## src/rtl/axis_xdma_st_rr_arbiter.sv

```systemverilog
// ============================================================================
// Module  : axis_xdma_st_rr_arbiter
// Purpose : Packet-level round-robin / fixed-priority AXI-Stream arbiter that
//           merges NUM_SRC generators onto one XDMA C2H stream port.
//           Optional macro AXIS_XDMA_ST_ARB_PKT_CNT_EN builds per-source
//           completed-packet counters.
// Revision: 1.0 - initial release
// ============================================================================
`default_nettype none

module axis_xdma_st_rr_arbiter #(
  parameter int NUM_SRC              = 4,
  parameter int C_M_AXIS_TDATA_WIDTH = 128
) (
  input  logic                                   M_AXIS_ACLK,
  input  logic                                   M_AXIS_ARESETN,
  input  logic [NUM_SRC-1:0]                     S_AXIS_TVALID,
  output logic [NUM_SRC-1:0]                     S_AXIS_TREADY,
  input  logic [NUM_SRC-1:0]                     S_AXIS_TLAST,
  input  logic [NUM_SRC*C_M_AXIS_TDATA_WIDTH-1:0]   S_AXIS_TDATA,
  input  logic [NUM_SRC*C_M_AXIS_TDATA_WIDTH/8-1:0] S_AXIS_TSTRB,
  output logic                                   M_AXIS_TVALID,
  input  logic                                   M_AXIS_TREADY,
  output logic                                   M_AXIS_TLAST,
  output logic [C_M_AXIS_TDATA_WIDTH-1:0]        M_AXIS_TDATA,
  output logic [C_M_AXIS_TDATA_WIDTH/8-1:0]      M_AXIS_TSTRB,
  input  logic [31:0]                            config_reg0,
  input  logic [31:0]                            config_reg1,
  output logic [2:0]                             grant_idx,
  output logic                                   busy,
  output logic [NUM_SRC*32-1:0]                  pkt_cnt
);

  localparam int DW = C_M_AXIS_TDATA_WIDTH;
  localparam int SW = C_M_AXIS_TDATA_WIDTH / 8;

  typedef enum logic [0:0] {
    IDLE = 1'b0,
    BUSY = 1'b1
  } state_t;

  state_t             state, state_nxt;
  logic [2:0]         grant, grant_nxt;
  logic [2:0]         last_grant, last_grant_nxt;
  logic [2:0]         hi_win, fp_win, rr_win;
  logic               hi_found;
  logic [NUM_SRC-1:0] req;
  logic               beat_done;
  logic               unused_cfg;

  assign req        = S_AXIS_TVALID & config_reg0[NUM_SRC-1:0];
  assign unused_cfg = ^{config_reg0[31:NUM_SRC], config_reg1[31:1]};

  // Round-robin = lowest requester above last_grant, else lowest overall
  // (which is also the fixed-priority winner).
  always_comb begin
    hi_win   = '0;
    hi_found = 1'b0;
    fp_win   = '0;
    for (int i = NUM_SRC - 1; i >= 0; i--) begin
      if (req[i]) begin
        fp_win = 3'(i);
        if (3'(i) > last_grant) begin
          hi_win   = 3'(i);
          hi_found = 1'b1;
        end
      end
    end
    rr_win = hi_found ? hi_win : fp_win;
  end

  assign beat_done = (state == BUSY) & M_AXIS_TVALID & M_AXIS_TREADY & M_AXIS_TLAST;

  always_comb begin
    state_nxt      = state;
    grant_nxt      = grant;
    last_grant_nxt = last_grant;
    case (state)
      IDLE: begin
        if (|req) begin
          grant_nxt = config_reg1[0] ? fp_win : rr_win;
          state_nxt = BUSY;
        end
      end
      BUSY: begin
        if (beat_done) begin
          last_grant_nxt = grant;
          state_nxt      = IDLE;
        end
      end
      default: state_nxt = IDLE;
    endcase
  end

  always_ff @(posedge M_AXIS_ACLK or negedge M_AXIS_ARESETN) begin
    if (!M_AXIS_ARESETN) begin
      state      <= IDLE;
      grant      <= '0;
      last_grant <= 3'(NUM_SRC - 1);
    end else begin
      state      <= state_nxt;
      grant      <= grant_nxt;
      last_grant <= last_grant_nxt;
    end
  end

  // Purely combinational data path; handshake only passes through while BUSY.
  always_comb begin
    M_AXIS_TVALID = 1'b0;
    S_AXIS_TREADY = '0;
    M_AXIS_TDATA  = S_AXIS_TDATA[DW-1:0];
    M_AXIS_TSTRB  = S_AXIS_TSTRB[SW-1:0];
    M_AXIS_TLAST  = S_AXIS_TLAST[0];
    for (int i = 0; i < NUM_SRC; i++) begin
      if (grant == 3'(i)) begin
        M_AXIS_TDATA = S_AXIS_TDATA[i*DW +: DW];
        M_AXIS_TSTRB = S_AXIS_TSTRB[i*SW +: SW];
        M_AXIS_TLAST = S_AXIS_TLAST[i];
        if (state == BUSY) begin
          M_AXIS_TVALID    = S_AXIS_TVALID[i];
          S_AXIS_TREADY[i] = M_AXIS_TREADY;
        end
      end
    end
  end

  assign grant_idx = grant;
  assign busy      = (state == BUSY);

`ifdef AXIS_XDMA_ST_ARB_PKT_CNT_EN
  for (genvar i = 0; i < NUM_SRC; i++) begin : g_pkt_cnt
    logic [31:0] cnt;
    always_ff @(posedge M_AXIS_ACLK or negedge M_AXIS_ARESETN) begin
      if (!M_AXIS_ARESETN) begin
        cnt <= '0;
      end else if (beat_done && (grant == 3'(i))) begin
        cnt <= cnt + 32'd1;
      end
    end
    assign pkt_cnt[i*32 +: 32] = cnt;
  end
`else
  assign pkt_cnt = '0;
`endif

endmodule

`default_nettype wire

```

## config.mk

```make
export PLATFORM = sky130hd
export DESIGN_NAME = axis_xdma_st_rr_arbiter
export DESIGN_NICKNAME = d
export VERILOG_FILES = /design/src/rtl/axis_xdma_st_rr_arbiter.sv
export SDC_FILE = /design/constraint.sdc
export NUM_CORES = 1
export LEC_CHECK = 0
export BUFFER_PORTS_ARGS = -buffer_cell sky130_fd_sc_hd__buf_2
export CAP_MARGIN = 20
export CORE_AREA = 5 5 362 364
export DETAILED_ROUTE_END_ITERATION = 6
export DIE_AREA = 0 0 367 369
export PLACE_DENSITY = 0.33
export SYNTH_ARGS = -nofsm -noshare
export SYNTH_HDL_FRONTEND = slang
export SYNTH_SLANG_ARGS = --single-unit
```

## constraint.sdc

```tcl
create_clock -name M_AXIS_ACLK -period 1.7 [get_ports M_AXIS_ACLK]
set_clock_uncertainty 0.05 [all_clocks]
set_input_delay 0.17 -clock M_AXIS_ACLK [delete_from_list [all_inputs] [get_ports M_AXIS_ACLK]]
set_output_delay 0.17 -clock M_AXIS_ACLK [all_outputs]
set_load 0.02 [all_outputs]
```

==> impl_metrics.py <==
metrics = {
    "yosys": {
        "synth_cell_types": 26,
        "yosysMostFrequentCell": "mux4_2",
        "ys_warn_count": 0,
        "yosys.area.top_type_share_pct": 67.77,
        "ys_ff_latch": 5,
        "synth.area.top_cells": "mux4_2 (68%), buf_4 (20%), buf_6 (3.2%), buf_2 (2.0%), dfrtp_1 (1.5%)",
        "synth_commonest_cells": "mux4_2 (146), buf_4 (130), buf_2 (19), buf_6 (14), nand2_1 (7)",
        "synth_cells": 351,
        "synth_enable_flop_cells": 0,
        "synth-main-ff-cell": "dfrtp_1",
        "synth_largest_area_cell": "mux4_2",
        "synth.avg_cell_area_um2": 13.82,
        "async_reset_ff_share_pct": 100.0,
        "syn_area_um2": 4852,
        "ys_seq_area_share_pct": 2.630,
    },
    "sta": {
        "rsz0062_at_grt": "yes",
        "setup_total_negative_slack_ps": -46810,
        "max_freq_mhz": 469.8,
        "fin_crit_ps": 2129,
        "finalSetupViolations": 149,
        "fin_crit_sh_pct": 125.2,
        "worst_slack_ps": -428.6,
        "slew_viol_final": 0,
        "hold_violations": 0,
    },
    "global_routing": {
        "grt_max_degree": 21,
        "antenna_found_initial": 111,
        "grt_first_pass_wirelength_um": 87270,
        "grt_pass1_vias": 7180,
        "grt_remaining_overflow": 0,
        "track_usage_pct": 10.06,
    },
    "setup_path": {
        "critical_path_arrival_ps": 1910,
        "max_stage_delay_ps": 560,
        "r2r_cells": 7,
        "reg2reg_setup_slack_ps": -190,
        "required_ps": 1480,
        "r2r-start": "grant_idx[0]",
        "crit_path_end_kind": "output port",
        "r2r_end": "last_grant[0]",
        "cp_cell_sequence": "buf_16 > buf_12 > mux4_2 > buf_2",
        "slowest_stage": "mux4_2",
        "crit_fanout": 20,
        "criticalPathCategory": "flop to output port",
        "start_kind": "flop",
    },
    "worst_hold_path": {
        "min_from": "M_AXIS_TREADY",
        "worst_hold_path_type": "input port to flop",
        "hold_depth": 3,
        "worst_hold_path.endpoint": "last_grant[1]",
    },
    "power_and_ir_drop": {
        "power.density_nw_per_um2": 1397,
        "total_power_mw": 15.12,
        "power_leakage_nw": 4.820,
        "ir_worst_vdd_mv": 0.6326,
    },
    "place": {
        "portBuffers": 744,
        "place_hpwl_um": 70600,
        "globalplace.congestion": 0.9406,
        "dpl_cell_area_um2": 10450,
    },
    "finish": {
        "fin_area_um2": 10820,
        "nets": 1769,
        "area_growth_pct": 123.0,
        "fin_util_pct": 8.519,
        "layout-drive-gt1-share_pct": 85.32,
    },
    "die": {
        "die_height_um": 369,
        "die_area_um2": 135400,
        "start_util_pct": 3.820,
        "io_pins": 933,
        "core_um2": 127000,
        "rows": 131,
        "die_w_um": 367,
    },
    "clocking": {
        "clk_pin_slew_ps": 30,
        "cts_tree": "done",
        "cts_root_buf": "clkbuf_16",
        "cts_buffers": 3,
        "cts_buffer_depth": 2,
        "cts.sinks": 5,
        "cts_max_level": 1,
        "clk_latency_ps": 230,
    },
    "status": {
        "status": "complete, but fails checks",
        "violations": "setup timing",
    },
    "run": {
        "cap_viol_max_count": 0,
    },
    "route": {
        "drt_first_pass_iters": 4,
        "final_antenna_net_count": 0,
        "drt-vias-per-instance": 2.537,
        "drcViolationCount": 0,
        "routed_wl_um": 73100,
        "wl_per_cell_um": 26.15,
        "vias": 7090,
        "drt_iter0_markers": 305,
    },
}
## where the power goes
| group | leakage [nW] | switching [mW] | total (mW) | internal (mW) |
|---|---|---|---|---|
| sequential | 0.0531 | 0.119 | 0.326 | 0.207 |
| combinational | 4.73 | 7.92 | 14.4 | 6.49 |
| clock | 0.0383 | 0.0752 | 0.386 | 0.311 |
## cell families after synthesis
logic type / synth area share, %
buf+inv: 25.55
flops: 2.630
mux: 67.77
other cells: 0.07729
compound gates: 2.140
simple gates: 1.831
## area by class of cell
type / count / area [um2]
fillers: 14940 / 116200
repair buffers: 797 / 4491
multi-input cells: 308 / 3986
well taps: 1662 / 2079
flip-flops and latches: 5 / 135.1
clock buffers: 4 / 78.83
diodes: 16 / 40.04
inverters: 3 / 11.26
## timing repair
action | CTS | global route
endpoints found under the setup margin | 151 | 151
endpoints found under the hold margin | 5 | 0
hold buffers | 1 | 0
resized for setup | 47 | 12
setup buffers | 2 | 1
pin swaps | 0 | 0
## layout by cell type (no fill, tap or decap), types with 2 or more instances in the layout
cell,n
a21oi_1,3
buf_12,13
buf_16,2
buf_2,716
buf_4,40
buf_6,25
clkbuf_16,3
conb_1,129
dfrtp_4,2
dfstp_2,2
diode_2,16
inv_1,3
mux4_2,146
nand2_1,7
nor3_1,2
nor3_2,2
o21ai_0,5
## routing by layer
layer,global-route usage [%],routed length (um),vias to the layer above
li1,-,-,2786
met1,12.43,29200,3400
met2,16.61,33540,698
met3,4.186,8062,180
met4,1.703,2130,26
met5,0,171,-
## through the flow
step	instances	setup slack [ps]	hold slack, ps
finish	2795	-428.6	223.7
global route	2787	-477.5	244.9
CTS	2778	-455.1	221.8
detailed placement	2771	-272.5	-38.29
global placement	2771	-238.3	-42.14
floorplan	479	-148.2	-175.6
## critical path, delay by kind of cell, from the launching register on
kind,cells,cell delay (ps)
buf+inv,3,610
flops,1,440
mux,1,560
## flip-flops by register name (all words and copies together) (netlist names)
signal	count
grant_idx	2
last_grant	2
busy	1
## worst max path at each step
stage | from | endpoint | slack (ps) | cells past startpoint
final | grant_idx[0] | M_AXIS_TDATA[21] | -430 | 4
after global routing | grant_idx[0] | M_AXIS_TDATA[21] | -480 | 4
after CTS | grant_idx[0] | M_AXIS_TSTRB[4] | -460 | 4
after detailed placement | grant_idx[0] | M_AXIS_TSTRB[4] | -270 | 4
after global placement | grant_idx[0] | M_AXIS_TSTRB[4] | -240 | 4
after floorplan | grant_idx[1] | S_AXIS_TREADY[2] | -150 | 5
Note: power is estimated with default switching activity, not from simulation.
